## src/rtl/branch_pkg.sv

```systemverilog
// Shared opcode constants and the branch condition function for the
// branch resolve unit and its counter table.
package branch_pkg;

    localparam int OP_W = 3;

    localparam logic [OP_W-1:0] BR  = 3'b000;
    localparam logic [OP_W-1:0] BMI = 3'b001;
    localparam logic [OP_W-1:0] BPL = 3'b010;
    localparam logic [OP_W-1:0] BZ  = 3'b011;
    localparam logic [OP_W-1:0] BNZ = 3'b100;

    localparam logic [1:0] BHT_RST = 2'b01;

    function automatic logic op_legal(input logic [OP_W-1:0] op);
        return op <= BNZ;
    endfunction

    // Operand is pre-reduced to sign and zero flags so this stays width-free.
    function automatic logic br_cond(
        input logic [OP_W-1:0] op,
        input logic            neg,
        input logic            zero
    );
        logic t;
        t = 1'b0;
        unique case (1'b1)
            (op == BR):  t = 1'b1;
            (op == BMI): t = neg;
            (op == BPL): t = !neg && !zero;
            (op == BZ):  t = zero;
            (op == BNZ): t = !zero;
            default:     t = 1'b0;
        endcase
        return t;
    endfunction

endpackage

```

## src/rtl/branch_resolve_unit_bht.sv

```systemverilog
// Direct-mapped table of 2-bit saturating taken/not-taken counters,
// one combinational read port and one update port.
module bht_sat_table
    import branch_pkg::*;
#(
    parameter int DEPTH = 16,
    parameter int IDX_W = $clog2(DEPTH)
) (
    input  logic             clk,
    input  logic             rst_n,
    input  logic [IDX_W-1:0] rd_idx,
    output logic             rd_taken,
    input  logic             wr_en,
    input  logic [IDX_W-1:0] wr_idx,
    input  logic             wr_taken
);

    logic [1:0] cnt_q [DEPTH];

    assign rd_taken = cnt_q[rd_idx][1];

    always_ff @(posedge clk or negedge rst_n) begin
        if (!rst_n) begin
            for (int i = 0; i < DEPTH; i++) begin
                cnt_q[i] <= BHT_RST;
            end
        end else if (wr_en) begin
            if (wr_taken) begin
                if (cnt_q[wr_idx] != 2'b11) begin
                    cnt_q[wr_idx] <= cnt_q[wr_idx] + 2'b01;
                end
            end else if (cnt_q[wr_idx] != 2'b00) begin
                cnt_q[wr_idx] <= cnt_q[wr_idx] - 2'b01;
            end
        end
    end

endmodule

```

## src/rtl/branch_resolve_unit.sv

```systemverilog
// Branch condition resolver with registered result, mispredict flagging,
// redirect PC generation and a BHT feeding fetch predictions.
module branch_resolve_unit
    import branch_pkg::*;
#(
    parameter int DATA_W    = 32,
    parameter int PC_W      = 32,
    parameter int BHT_DEPTH = 16,
    parameter int CNT_W     = 16
) (
    input  logic              clk,
    input  logic              rst_n,
    input  logic [PC_W-1:0]   lk_pc,
    output logic              lk_taken,
    input  logic              in_valid,
    output logic              in_ready,
    input  logic [OP_W-1:0]   br_op,
    input  logic [DATA_W-1:0] rs_val,
    input  logic [PC_W-1:0]   pc,
    input  logic [PC_W-1:0]   target,
    input  logic              pred_taken,
    output logic              out_valid,
    input  logic              out_ready,
    output logic              is_branch,
    output logic              mispredict,
    output logic [PC_W-1:0]   redirect_pc,
    output logic              illegal_op,
    output logic [CNT_W-1:0]  mispredict_cnt
);

    localparam int IDX_W = $clog2(BHT_DEPTH);

    logic [IDX_W-1:0] lk_idx;
    logic [IDX_W-1:0] wr_idx;
    logic             legal;
    logic             taken;
    logic             misp;
    logic             accept;
    logic             unused_pc_bits;

    assign lk_idx = lk_pc[IDX_W+1:2];
    assign wr_idx = pc[IDX_W+1:2];

    // Only the index slice of the lookup PC feeds the table.
    assign unused_pc_bits = ^{lk_pc[PC_W-1:IDX_W+2], lk_pc[1:0]};

    assign legal  = op_legal(br_op);
    assign taken  = legal && br_cond(br_op, rs_val[DATA_W-1], rs_val == '0);
    assign misp   = taken ^ pred_taken;

    assign in_ready = !out_valid || out_ready;
    assign accept   = in_valid && in_ready;

    bht_sat_table #(
        .DEPTH (BHT_DEPTH),
        .IDX_W (IDX_W)
    ) u_bht (
        .clk      (clk),
        .rst_n    (rst_n),
        .rd_idx   (lk_idx),
        .rd_taken (lk_taken),
        .wr_en    (accept && legal),
        .wr_idx   (wr_idx),
        .wr_taken (taken)
    );

    always_ff @(posedge clk or negedge rst_n) begin
        if (!rst_n) begin
            out_valid   <= 1'b0;
            is_branch   <= 1'b0;
            mispredict  <= 1'b0;
            illegal_op  <= 1'b0;
            redirect_pc <= '0;
        end else if (accept) begin
            out_valid   <= 1'b1;
            is_branch   <= taken;
            mispredict  <= misp;
            illegal_op  <= !legal;
            redirect_pc <= taken ? target : pc + PC_W'(4);
        end else if (out_ready) begin
            out_valid   <= 1'b0;
        end
    end

    always_ff @(posedge clk or negedge rst_n) begin
        if (!rst_n) begin
            mispredict_cnt <= '0;
        end else if (accept && misp && (mispredict_cnt != '1)) begin
            mispredict_cnt <= mispredict_cnt + CNT_W'(1);
        end
    end

endmodule

```

## config.mk

```make
export PLATFORM = sky130hd
export DESIGN_NAME = branch_resolve_unit
export DESIGN_NICKNAME = d
export VERILOG_FILES = /design/src/rtl/branch_pkg.sv /design/src/rtl/branch_resolve_unit_bht.sv /design/src/rtl/branch_resolve_unit.sv
export SDC_FILE = /design/constraint.sdc
export NUM_CORES = 1
export LEC_CHECK = 0
export BUFFER_PORTS_ARGS = -buffer_cell sky130_fd_sc_hd__clkbuf_2
export CORE_ASPECT_RATIO = 2
export CORE_UTILIZATION = 40
export DETAILED_ROUTE_END_ITERATION = 10
export PLACE_DENSITY = 0.7
export SYNTH_ARGS = -nofsm -noshare
export SYNTH_HDL_FRONTEND = slang
export SYNTH_SLANG_ARGS = --single-unit
```

## constraint.sdc

```tcl
create_clock -name clk -period 3.6 [get_ports clk]
set_input_delay 0.36 -clock clk [delete_from_list [all_inputs] [get_ports clk]]
set_output_delay 0.36 -clock clk [all_outputs]
set_load 0.005 [all_outputs]
```

==> impl_summary.log <==
[metrics] switching part of the total: 0.301
[metrics] total negative slack for setup checks: 0 ns
[metrics] area added between synthesis and finish: 26.0%
[metrics] total global routing overflow: 0
[metrics] most instantiated library cell after synthesis: sky130_fd_sc_hd__nand2_1
[metrics] final weighted congestion in routability-driven placement: 0.854
[metrics] post-detailed-route wirelength per cell: 16.6 um
[metrics] CTS Root Buffer Type: sky130_fd_sc_hd__clkbuf_16
[metrics] status: complete, no violations
[metrics] post-route non-filler standard cell count: 789
[metrics] dominant synthesized flop cell: sky130_fd_sc_hd__dfrtp_1
[metrics] startpoint type of the worst setup path: register
[metrics] part of the Yosys area used for sequential elements: 0.432
[metrics] largest clock skew in the final design: 0.00979 ns
[metrics] Final Hold Viols: 0
[metrics] x dimension of the die: around 80 um
[metrics] DRC Markers: 0
[metrics] fraction of synthesized cell area taken by the top area cell type: 0.347
[metrics] Reg power frac: 0.444
[metrics] number of max-slew violations in the final report: 0
[metrics] leading cell types by total area after synthesis: sky130_fd_sc_hd__dfrtp_1 (35%), sky130_fd_sc_hd__dfstp_2 (8.6%), sky130_fd_sc_hd__mux4_2 (6.4%), sky130_fd_sc_hd__o21ai_0 (6.0%), sky130_fd_sc_hd__nand2_1 (5.5%)
[metrics] cell type of the slowest stage on the worst timing path: sky130_fd_sc_hd__mux4_2
[metrics] class of the tightest hold or removal check: primary input to asynchronous set/reset pin
[metrics] Routed WL: between 10 and 15 mm
[metrics] Worst path top cell family by delay: multiplexers
[metrics] Top cell by count, worst path: sky130_fd_sc_hd__mux4_2
[metrics] CTS tree: built
[metrics] clk sink count: between 80 and 90
[metrics] IO buf count: 161
[metrics] diode insertion count for antenna repair: 0
[metrics] total chip power: 2.98 mW
[metrics] via count normalized by instance count: 5.35
[metrics] count of buffers added by post-CTS timing repair for setup: 0
[metrics] setup repair after global routing missed its margin: no
[metrics] Clock Path Buffers: 2
[metrics] stage delay of the slowest cell on the critical path: roughly 0.50 ns
[metrics] synth unique cells: 42
[metrics] Starting Density: 0.415
[metrics] layout cell share with drive strength beyond 1: 0.380
[metrics] Rows: 56
[metrics] total placed cells including tap cells: just under 800
[metrics] total via count in the routed design: roughly 4,200
[metrics] count of pins on the block boundary: 190
[metrics] CP max FO: 16
[metrics] Worst Path Arrival: around 3.4 ns
[metrics] worst skew pair latency: about 0.33 ns
[metrics] Syn. warnings: 0
[metrics] Core Area: 11,800 um^2
[metrics] Chip Height: 159 um
[metrics] cell leakage power: 2.90 nW
[metrics] number of buffers inserted during clock tree synthesis: 9
[metrics] post-synthesis cell count: 482
[metrics] DIE AREA: 12,700 um^2
[metrics] power spent charging and discharging nets: roughly 0.90 mW
[metrics] syn nets: ~630
[metrics] share of the core filled with cells in the final layout: 0.522
[metrics] Max H-tree Level: 3
[metrics] Worst setup EP type: register
[metrics] Clock Pin Slew Worst Setup and Hold Paths: around 0.070 ns
[metrics] count of endpoints failing setup in the final report: 0
[metrics] Gate power share: 0.254
[metrics] number of enable-type register cells in the synthesized netlist: 0
[metrics] Internal: ~2.1 mW
[metrics] Tcrit/Tclk final: 0.888
[metrics] remaining antenna violation count after routing: 0
[metrics] total of fill cells in the finished design: 1,119
[metrics] maximum ir drop on the vdd rail: roughly 0.00031 V
[metrics] DR iter-0 viols: 170
[metrics] gr usage total: 0.209
[metrics] highest clock frequency the design can meet: 0.313 GHz
[metrics] part of the total power dissipated in the clock network: 0.302
[metrics] number of antenna violations at the first check in global routing: 0
[metrics] Post-CTS Hold Buffers: 0
[metrics] post-CTS sizing: 0
[metrics] Final min period: 3.20 ns
[metrics] ordered list of cells on the worst path: mux4_2 > mux4_2 > ha_1 > a32oi_1 > o21ai_0 > nand3b_1 > a311oi_4 > buf_12 > nand3_1 > mux2_2
[metrics] via count of the first global-routing pass: around 4,300
[metrics] top cells by count, synth: sky130_fd_sc_hd__nand2_1 (72), sky130_fd_sc_hd__dfrtp_1 (68), sky130_fd_sc_hd__o21ai_0 (59), sky130_fd_sc_hd__nand3_1 (33), sky130_fd_sc_hd__xor2_1 (29)
[metrics] critical path required time: 3.81 ns
[metrics] share of synthesized flip-flops with an asynchronous set or reset: 1.00
[metrics] maximum number of pins on one net before global-route repair: 71
[metrics] half-perimeter wire length after placement: 10.1 mm
[metrics] netlist area before placement: 4910 um^2
[metrics] synthesized flop and latch total: between 80 and 90
[metrics] startpoint-to-endpoint class of the critical path: register to register
[metrics] first-pass GRT wire length: 20.4 mm
[metrics] largest area contributor in the synthesized netlist: sky130_fd_sc_hd__dfrtp_1
[metrics] max-cap violations: 0
[metrics] power per cell area: 482 nW/um^2
[metrics] count of TritonRoute iterations in the first routing pass: 4
[metrics] Final #Nets: 782
[metrics] actual transition at the worst max-transition pin: 1.04 ns
[metrics] WP buf/inv: 1
[metrics] remaining max-slew budget at the tightest pin: 0.304
[metrics] average size of a mapped cell: 10.2 um^2
## metal layers
layer	share of wire	vias up	wire [um]	global-route usage
met3	0.039	24	515	0.0355
met2	0.58	144	7560	0.402
met4	0.026	0	344	0.0935
met5	0	-	0	0
li1	-	2036	-	-
met1	0.36	2016	4680	0.211
## layout make-up
type	instances	area, um^2	share of cell area
multi-input combinational	367	2650	0.429
sequential	84	2120	0.343
timing repair buffer	171	908	0.147
clock buffer	12	267	0.0431
tap	145	181	0.0293
clock inverter	4	31.3	0.00506
inverter	6	22.5	0.00364
## path summary, 6_finish.rpt
| path | slack, ns | endpoint | start | cells after the start |
|---|---|---|---|---|
| max in group asynchronous | 2.59 | asynchronous set/reset pin | rst_n | 2 |
| max | 0.40 | u_bht.cnt_q[21]$_DFFE_PN0P_ | u_bht.cnt_q[1]$_DFFE_PN0P_ | 10 |
| max reg2reg | 0.40 | u_bht.cnt_q[21]$_DFFE_PN0P_ | u_bht.cnt_q[1]$_DFFE_PN0P_ | 10 |
| min in group clk | 0.27 | out_valid$_DFFE_PN0P_ | in_valid | 2 |
| min reg2reg | 0.47 | redirect_pc[2]$_DFFE_PN0P_ | redirect_pc[2]$_DFFE_PN0P_ | 2 |
| min | 0.15 | redirect_pc[9]$_DFFE_PN0P_ | rst_n | 1 |
## through the flow
step	cell area, um^2	hold WS [ns]	setup WS [ns]
after floorplan	4910	0.0644	0.0304
after global placement	5890	0.459	0.250
after detailed placement	5890	0.464	0.139
after CTS	6180	0.186	0.421
after global routing	6180	0.217	0.335
final	6180	0.148	0.401
## cells in the final DEF (no fill, tap or decap), types with 2 or more instances in the layout
cell                         Yosys  final
sky130_fd_sc_hd__clkbuf_2        0    160
sky130_fd_sc_hd__nand2_1        72     71
sky130_fd_sc_hd__dfrtp_1        68     68
sky130_fd_sc_hd__o21ai_0        59     59
sky130_fd_sc_hd__nand3_1        33     33
sky130_fd_sc_hd__xor2_1         29     29
sky130_fd_sc_hd__mux2_2         19     19
sky130_fd_sc_hd__mux2_1         18     18
sky130_fd_sc_hd__dfstp_2        16     16
sky130_fd_sc_hd__nor4_1         14     14
sky130_fd_sc_hd__mux4_2         14     14
sky130_fd_sc_hd__nor2_1         13     13
sky130_fd_sc_hd__xnor2_1        13     13
sky130_fd_sc_hd__nand4_1        10     10
sky130_fd_sc_hd__mux2i_1         9      9
sky130_fd_sc_hd__clkbuf_16       0      9
sky130_fd_sc_hd__buf_4           1      9
sky130_fd_sc_hd__nor3_1          8      8
sky130_fd_sc_hd__a21oi_1         7      7
sky130_fd_sc_hd__a21o_1          7      7
sky130_fd_sc_hd__ha_1            7      7
sky130_fd_sc_hd__inv_1           6      6
sky130_fd_sc_hd__and2_1          5      5
sky130_fd_sc_hd__and3_1          4      4
sky130_fd_sc_hd__nor3b_1         4      4
sky130_fd_sc_hd__nor4_2          4      4
sky130_fd_sc_hd__nand2b_1        3      3
sky130_fd_sc_hd__and4_1          3      3
sky130_fd_sc_hd__clkinvlp_4      0      3
sky130_fd_sc_hd__clkbuf_8        0      3
sky130_fd_sc_hd__buf_12          0      2
## cells by family (layout without fill, tap and decap cells)
logic type | Yosys count | after routing | synth area share
buffers and inverters | 31 | 193 | 0.0298
AOI/OAI and AO/OA | 78 | 78 | 0.0892
and+or+nand+nor | 178 | 178 | 0.182
DFF | 84 | 84 | 0.432
xor gates and xnor gates | 43 | 43 | 0.0782
adders and majority gates | 7 | 7 | 0.0178
muxes | 61 | 61 | 0.170
## power groups by stage
stage          sequential, mW  combinational, mW  clock [mW]
6_report                 1.32              0.756       0.900
5_1_grt                  1.35              0.842       0.962
4_1_cts                  1.32              0.765       0.927
3_5_place_dp             1.34              0.763           0
3_3_place_gp             1.32              0.728           0
2_1_floorplan            1.31              0.441           0
Note: power is estimated with default switching activity, not from simulation.
